--- config.mk ---
export PLATFORM = sky130hd
export DESIGN_NAME = seq_check_rx
export DESIGN_NICKNAME = d
export VERILOG_FILES = /design/src/rtl/seq_check_rx.sv
export SDC_FILE = /design/constraint.sdc
export NUM_CORES = 1
export LEC_CHECK = 0
export ABC_AREA = 1
export BUFFER_PORTS_ARGS = -buffer_cell sky130_fd_sc_hd__buf_2
export CAP_MARGIN = 20
export CORE_UTILIZATION = 42
export DETAILED_ROUTE_END_ITERATION = 10
export PLACE_DENSITY_LB_ADDON = 0.05
export SYNTH_ARGS = -nofsm -noshare
export SYNTH_HDL_FRONTEND = slang
export SYNTH_SLANG_ARGS = --single-unit
--- constraint.sdc ---
create_clock -name clk -period 1.8 [get_ports clk]
set_input_delay 0.36 -clock clk [delete_from_list [all_inputs] [get_ports clk]]
set_output_delay 0.36 -clock clk [all_outputs]
set_load 0.02 [all_outputs]
--- src/rtl/seq_check_rx.sv ---
// seq_check_rx: rdy/ack stream receiver that checks a counting sequence.
// Each beat is expected to equal the previous beat + 1 (mod 2^DW).
// The first beat is expected to equal INIT.
// After a mismatch the checker resyncs to the received value, so one bad beat
// costs exactly one error.
module seq_check_rx #(
    parameter int DW           = 4,
    parameter int NBEAT        = 10,
    parameter int INIT         = 0,
    parameter int STALL_PERIOD = 0
) (
    input  logic          clk,
    input  logic          rst,
    input  logic          i_start,
    input  logic          i_rdy,
    input  logic [DW-1:0] i_dat,
    output logic          o_ack,
    output logic          o_busy,
    output logic          o_done,
    output logic          o_err,
    output logic [7:0]    o_err_cnt,
    output logic [7:0]    o_beat_cnt,
    output logic [DW-1:0] o_last_dat
);

    typedef enum logic [1:0] {S_IDLE, S_RECV, S_DONE} state_t;

    localparam bit          STALL_EN   = (STALL_PERIOD >= 2);
    localparam logic [15:0] STALL_LAST = 16'(STALL_PERIOD - 1);

    state_t          state, nstate;
    logic [15:0]     stall_cnt;
    logic [DW-1:0]   expd;
    logic            xfer;
    logic            last_beat;

    // o_ack is already 0 outside RECV, so this is the whole transfer condition.
    assign xfer      = o_ack & i_rdy;
    assign last_beat = (o_beat_cnt == 8'(NBEAT - 1));

    // State register.
    always_ff @(posedge clk or negedge rst) begin
        if (!rst) state <= S_IDLE;
        else      state <= nstate;
    end

    // Next-state logic. DONE restarts exactly like IDLE. Start is ignored in RECV.
    always_comb begin
        nstate = state;
        case (state)
            S_IDLE:  if (i_start) nstate = S_RECV;
            S_RECV:  if (xfer && last_beat) nstate = S_DONE;
            S_DONE:  if (i_start) nstate = S_RECV;
            default: nstate = S_IDLE;
        endcase
    end

    // Outputs decoded from registered state only. ack never looks at i_rdy.
    always_comb begin
        o_ack  = 1'b0;
        o_busy = 1'b0;
        o_done = 1'b0;
        case (state)
            S_RECV: begin
                o_busy = 1'b1;
                o_ack  = !(STALL_EN && (stall_cnt == STALL_LAST));
            end
            S_DONE:  o_done = 1'b1;
            default: ;
        endcase
    end

    // Checker datapath: stall counter, expected value, result registers.
    always_ff @(posedge clk or negedge rst) begin
        if (!rst) begin
            stall_cnt  <= '0;
            expd       <= DW'(INIT);
            o_err      <= 1'b0;
            o_err_cnt  <= '0;
            o_beat_cnt <= '0;
            o_last_dat <= '0;
        end else if (state != S_RECV) begin
            stall_cnt <= '0;
            expd      <= DW'(INIT);
            if (i_start) begin
                o_err      <= 1'b0;
                o_err_cnt  <= '0;
                o_beat_cnt <= '0;
                o_last_dat <= '0;
            end
        end else begin
            if (STALL_EN)
                stall_cnt <= (stall_cnt == STALL_LAST) ? '0 : stall_cnt + 16'd1;
            if (xfer) begin
                o_last_dat <= i_dat;
                o_beat_cnt <= o_beat_cnt + 8'd1;
                expd       <= i_dat + DW'(1);
                if (i_dat != expd) begin
                    o_err <= 1'b1;
                    if (o_err_cnt != 8'hFF) o_err_cnt <= o_err_cnt + 8'd1;
                end
            end
        end
    end

endmodule
==> results of run 1 <==
==> final timing paths <==
check                      depth (start not counted)  slack [ps]            end
min in group clk                                   2         330       state[1]
min                                                1          70  o_last_dat[3]
max reg2reg                                       10         290   o_err_cnt[2]
min reg2reg                                        2         490  o_last_dat[1]
max in group asynchronous                          1        1340   o_err_cnt[2]
max                                                4         240         o_busy
==> per-layer routing <==
layer | global-route usage | up-vias | wire length [um]
li1 | - | 707 | -
met1 | 0.240 | 659 | 1440
met2 | 0.329 | 33 | 1620
met3 | 0.0217 | 7 | 123
met4 | 0.0909 | 0 | 83
met5 | 0 | - | 0
==> synth_stat cells <==
library cell,number
nand2_1,61
inv_1,28
dfrtp_1,27
nand3_1,16
nor2_1,16
o21ai_0,8
a21oi_1,5
nand2_4,5
nor3_1,5
ha_1,4
nand4_1,4
o22ai_1,4
inv_2,3
xor2_1,2
and3_2,1
buf_12,1
buf_2,1
buf_4,1
buf_6,1
mux2i_1,1
nand3_4,1
nor2_4,1
nor3_2,1
nor4_1,1
o21ai_1,1
o21bai_1,1
o31ai_2,1
or2_2,1
xnor2_1,1
==> where the power goes <==
part / switching [W] / internal [W] / leakage [nW]
registers: 0.000175 / 0.000788 / 0.348
logic: 0.000820 / 0.000422 / 0.631
clock network: 0.000215 / 0.000163 / 0.0261
==> cell families (layout without fill, tap and decap cells) <==
family,Yosys count,after routing,share of synthesized area
fa+ha+maj,4,4,0.0318
flops,27,27,0.430
xor+xnor,3,3,0.0167
buf+inv,35,68,0.102
compound gates,20,20,0.0732
mux,1,1,0.00637
simple gates,113,113,0.340
==> stage by stage <==
step	area (um^2)	instances	worst slack (ps)
after global placement	1760	278	358
after CTS	1810	282	226
after floorplan	1570	203	335
final	1810	282	238
after global routing	1810	282	135
after detailed placement	1760	278	315
==> cell type report <==
cell class / instances / area, um^2 / area share
tap: 46 / 57.6 / 0.0319
multi-input combinational: 141 / 736 / 0.407
clock inverter: 1 / 8.76 / 0.00485
sequential: 27 / 676 / 0.374
clock buffer: 3 / 41.3 / 0.0229
timing repair buffer: 33 / 170 / 0.0942
inverter: 31 / 116 / 0.0644
==> critical path: cells and delay by family (launching register included) <==
kind | cells | cell delay [ps]
buffers and inverters | 3 | 400
DFF | 1 | 390
and+or+nand+nor | 1 | 120
==> flip-flops by register name, indices dropped and copies added, names as in the netlist <==
signal / cells
o_err_cnt: 8
o_beat_cnt: 8
state: 2
o_err: 1
expd: 4
o_last_dat: 4
==> out/qor.yml, run 1 <==
outcome: "finished, final reports clean"
drc: 0
htreeDepth: 1
drv_cap: 0
dr.pass1.iters: 4
syn_area_um2: 1570
tightestPinTransition_ps: 604
cts_sinks: 27
die_w_um: 63.2
drtIter0Drc: 102
synth_warnings: 0
hold_path_class: "in -> async"
r2r-start: "o_err_cnt[0]"
grt_pass1_wl_um: 6090
ys_ff_latch: 27
holdBufCountCts: 0
ys_types: 29
cpPeakStageDelay_ps: 390
hold_slack_ps: 70.2
ir_drop_mv: 0.636
nFillCells: 377
area_growth_pct: 14.9
setup_viol: 0
gp_congestion: 0.817
skew_ps: 1.07
slew_violations: 0
initial_core_util: 0.453
antenna_left: 0
synth_nets: 215
die_h_um: 63.2
cts_setup_buffers: 0
grt_max_degree: 28
diodes: 0
max_freq_mhz: 640
ios: 32
numCtsBuffers: 3
port_buffers: 31
num_vias: 1406
crit_path_end_kind: "output port"
clk_pin_slew_worst_paths_ps: 100
row_count: 21
die_area_um2: 3990
core_area_um2: 3470
path_max_fanout: 6
fin_util: 0.521
mostFrequentLayoutCell: "nand2_1"
track_usage: 0.192
synth.avg_cell_area_um2: 7.74
leakagePower_nw: 1.01
drt-total-wl_um: 3260
via_per_inst: 4.99
finalCriticalPeriod_ps: 1560
critPathLaunchType: "flop"
antenna_found_initial: 0
crit_chain: "inv_2 -> nor2_4 -> buf_4 -> buf_2"
synth.area.top_cells: "dfrtp_1 43%, nand2_1 15%, inv_1 6.7%"
critPathLaunch: "state[0]"
power_density_nw_per_um2: 1430
overflow: 0
yosysSeqAreaShare: 0.430
final_cell_mix: "61 x nand2_1, 31 x buf_2, 28 x inv_1"
syn_inst: 203
routedWlPerCell_um: 11.6
period_share: 0.868
crit_path_top_delay_cell: "dfrtp_1"
clkLatencyLatePin_ps: 280
tns_ps: 0
cp.required_ps: 1440
cts_resized: 0
synth_top_area_frac: 0.430
relSlewSlack: 0.597
synth_top_area_cell: "dfrtp_1"
total_power_w: 0.00258
crit_type: "reg -> out"
crit_arrival_ps: 1200
layout-drive-gt1-share: 0.216
grt_pass1_vias: 1352
cts_buffer_depth: 2
rsz0062_at_grt: "false"
hold_viol: 0
layout.nets: 249
root_buffer: "clkbuf_8"
dp_hpwl_um: 2470
cts_tree: "built"
(Power assumes the default switching activity.)
==> run 2: changes to the inputs <==
--- a/config.mk
+++ b/config.mk
@@ -6,7 +6,7 @@
 export NUM_CORES = 1
 export LEC_CHECK = 0
 export ABC_AREA = 1
-export BUFFER_PORTS_ARGS = -buffer_cell sky130_fd_sc_hd__buf_2
+export BUFFER_PORTS_ARGS = -buffer_cell sky130_fd_sc_hd__buf_4
 export CAP_MARGIN = 20
 export CORE_UTILIZATION = 42
 export DETAILED_ROUTE_END_ITERATION = 10
==> out/qor.yml, run 2 (same netlist as run 1, synthesis figures left out) <==
layout-drive-gt1-share: 0.215
diodes: 0
relSlewSlack: 0.768
final_cell_mix: "61 x nand2_1, 33 x buf_4, 28 x inv_1"
setup_viol: 0
finalCriticalPeriod_ps: 1530
cp_common_cell: "buf_4"
gp_congestion: 0.791
cts_setup_buffers: 0
max_freq_mhz: 654
tns_ps: 0
layout.nets: 250
cpPeakStageDelay_ps: 390
grt_max_degree: 28
hold_path_class: "in -> reg"
clk_pin_slew_worst_paths_ps: 100
grt_pass1_vias: 1343
row_count: 21
cts_buffer_depth: 2
crit_chain: "inv_2 -> nor2_4 -> buf_4 -> buf_4"
path_max_fanout: 6
die_h_um: 63.2
drc: 0
crit_buf_inv: 3
antenna_found_initial: 0
port_buffers: 31
crit_arrival_ps: 1170
ios: 32
cts_tree: "built"
ir_drop_mv: 0.591
rsz0062_at_grt: "false"
stdcell_area_um2: 1890
cp.required_ps: 1440
area_growth_pct: 20.5
drv_cap: 0
numCtsBuffers: 3
dr.pass1.iters: 4
tightestPinTransition_ps: 348
root_buffer: "clkbuf_8"
slew_violations: 0
skew_ps: 4.37
grt_pass1_wl_um: 5750
leakagePower_nw: 1.02
clkLatencyLatePin_ps: 290
cts_resized: 0
via_per_inst: 4.95
mostFrequentLayoutCell: "nand2_1"
track_usage: 0.183
die_area_um2: 3990
antenna_left: 0
cts_sinks: 27
routedWlPerCell_um: 11.5
total_power_w: 0.00269
htreeDepth: 1
reg.largest.list: "o_beat_cnt (8), o_err_cnt (8)"
hold_viol: 0
crit_type: "reg -> out"
initial_core_util: 0.453
crit_path_end_kind: "output port"
power_density_nw_per_um2: 1420
crit_path_top_delay_cell: "dfrtp_1"
num_vias: 1402
critPathLaunchType: "flop"
period_share: 0.850
crit_family: "flip-flops"
die_w_um: 63.2
dp_hpwl_um: 2440
drtIter0Drc: 71
overflow: 0
placed_area_um2: 1830
outcome: "finished, final reports clean"
drt-total-wl_um: 3250
core_area_um2: 3470
[run 2: changes by cell type in the layout (fill, tap and decap cells not counted), sizes merged]
cell	before	now
dlygate4sd3	0	1
[run 2: cell type report]
type                            count  area, um^2
Fill cell                         348        1580
Clock inverter                      1        8.76
Tap cell                           46        57.6
Multi-Input combinational cell    141         736
Inverter                           31         116
Clock buffer                        3        41.3
Timing Repair Buffer               34         258
Sequential cell                    27         676
[run 2: power by group]
group          internal, W  switching [W]
sequential        0.000789       0.000181
clock             0.000163       0.000217
combinational     0.000517       0.000822
total              0.00147        0.00122
[run 2: layer usage]
metal,global-route usage,wire length (um),part of all wire
met1,0.220,1470,0.45
met2,0.327,1610,0.50
met3,0.0254,101,0.031
met4,0.0739,66,0.020
met5,0,0,0
[run 2: path summary, 6_finish.rpt]
check | startpoint | endpoint | slack [ps] | cells after the start
worst max-delay path | state[0] | o_busy | 270 | 4
worst min register to register | o_last_dat[1] | o_last_dat[1] | 500 | 2
max in group asynchronous | rst | o_beat_cnt[7] | 1030 | 2
worst min-delay path | i_dat[0] | expd[0] | 300 | 2
min in group asynchronous | rst | o_last_dat[3] | 510 | 2
worst max register to register | o_err_cnt[0] | o_err_cnt[2] | 300 | 10
[run 2: through the flow]
stage          cells   util  hold slack, ps  setup slack [ps]
2_1_floorplan    203      -            64.4               335
3_3_place_gp     278  0.528             291               365
3_5_place_dp     278  0.528             299               308
4_1_cts          283  0.546             290               258
5_1_grt          283  0.546             301               142
6_report         283  0.546             296               270
[run 2: what timing repair did]
item	in CTS	in global routing
hold buffers	1	0
endpoints found under the setup margin	0	0
hold endpoints to repair	27	0
==> run 3: changes to the inputs <==
==> constraint.sdc (replaced) <==
create_clock -name clk -period 1.35 [get_ports clk]
set_input_delay 0.27 -clock clk [delete_from_list [all_inputs] [get_ports clk]]
set_output_delay 0.27 -clock clk [all_outputs]
set_load 0.02 [all_outputs]
==> out/qor.yml, run 3 (same netlist as run 1, synthesis figures left out) <==
hold_path_class: "in -> reg"
rr_endpoint: "o_err_cnt[2]"
initial_core_util: 0.453
overflow: 0
clkLatencyLatePin_ps: 270
clk_pin_slew_worst_paths_ps: 100
fin_ws_ps: 8.71
layout.nets: 265
root_buffer: "clkbuf_8"
r2r-start: "o_err_cnt[0]"
multi_input_area_um2: 843
mostFrequentLayoutCell: "nand2_1"
critPathLaunch: "o_err_cnt[0]"
finalCriticalPeriod_ps: 1340
hold_viol: 0
drt-total-wl_um: 3700
layout-drive-gt1-share: 0.341
cts_sinks: 27
num_vias: 1466
crit_arrival_ps: 1550
crit_type: "reg -> reg"
reg2reg_slack_ps: 9
total_power_w: 0.00411
ir_drop_mv: 0.874
skew_ps: 1.85
rsz0062_at_grt: "true"
worstRegToRegCells: 10
final_cell_mix: "51 x nand2_1, 41 x buf_4, 26 x inv_1"
place_ws_ps: 9.44
hold_slack_ps: 221
crit_path_end_kind: "flop"
cts_tree: "built"
grt_pass1_vias: 1417
via_per_inst: 4.92
diodes: 0
port_buffers: 31
track_usage: 0.195
reg.largest.list: "o_beat_cnt (8), o_err_cnt (8)"
core_area_um2: 3470
antenna_found_initial: 0
critPathLaunchType: "flop"
seqCellArea_um2: 679
row_count: 21
fin_util: 0.616
cp.required_ps: 1560
numCtsBuffers: 3
relSlewSlack: 0.766
setup_viol: 0
nFillCells: 327
endpoint: "o_err_cnt[2]"
tightestPinTransition_ps: 351
path_max_fanout: 8
dp_hpwl_um: 2590
leakagePower_nw: 1.12
gp_congestion: 0.862
grt_max_degree: 28
drtIter0Drc: 73
htreeDepth: 1
placed_area_um2: 1910
stdcell_area_um2: 2140
antenna_left: 0
cts_buffer_depth: 2
slew_violations: 0
period_share: 0.994
drc: 0
die_h_um: 63.2
ios: 32
die_area_um2: 3990
outcome: "finished, final reports clean"
die_w_um: 63.2
max_freq_mhz: 746
dr.pass1.iters: 4
area_growth_pct: 36.0
drv_cap: 0
grt_pass1_wl_um: 6250
routedWlPerCell_um: 12.4
power_density_nw_per_um2: 1920
[run 3: changes by cell type in the layout (fill, tap and decap cells not counted), moves of 3 or more]
cell     change
dfrtp_2      +3
buf_6        +5
buf_4        +8
dfrtp_1      -3
nand2_2      +8
nand2_1     -10
nand2_8      +4
[run 3: what timing repair did]
action | CTS | global route
hold buffers | 1 | 0
buffers inserted | 2 | 4
pin swaps | 2 | 9
resized for setup | 2 | 28
gates cloned | 1 | 0
endpoints found under the hold margin | 27 | 0
setup endpoints to repair | 10 | 19
[run 3: how the worst min path moves through the flow]
stage	start	endpoint	slack (ps)	depth (start not counted)
2_1_floorplan	rst	expd[0]	-30	0
3_3_place_gp	rst	o_last_dat[3]	210	1
3_5_place_dp	rst	o_last_dat[0]	210	1
4_1_cts	i_start	state[1]	220	2
5_1_grt	i_dat[0]	expd[0]	230	2
6_report	i_start	state[1]	220	2
[run 3: cell type report]
type / instances / area share
multi-input cells: 142 / 0.395
flip-flops and latches: 27 / 0.318
repair buffers: 48 / 0.182
inverters: 31 / 0.0556
well taps: 46 / 0.0269
clock buffers: 3 / 0.0193
clock inverters: 1 / 0.00351
[run 3: routing by layer]
metal	global-route usage	up-vias	share of wire
li1	-	745	-
met1	0.244	691	0.45
met2	0.356	26	0.51
met3	0.0290	4	0.030
met4	0.0369	0	0.010
met5	0	-	0
[run 3: where the power goes]
part | internal, W | switching (W)
registers | 0.00106 | 0.000231
logic | 0.00101 | 0.00135
clock network | 0.000209 | 0.000258
total | 0.00228 | 0.00183
[run 3: worst max-delay path: stages, from the launching register on]
cell     delay [ps]
dfrtp_2         440
ha_4            180
nand2_4          50
inv_2            40
nand2_2          70
inv_2            40
nand2_4          70
nand3_4         130
nand2_8         140
nand2_1          60
nand2_1          60
[run 3: per-stage QoR]
stage,cells,TNS [ps]
floorplan,203,0
global placement,286,0
detailed placement,286,0
CTS,294,0
global route,298,-623
finish,298,0
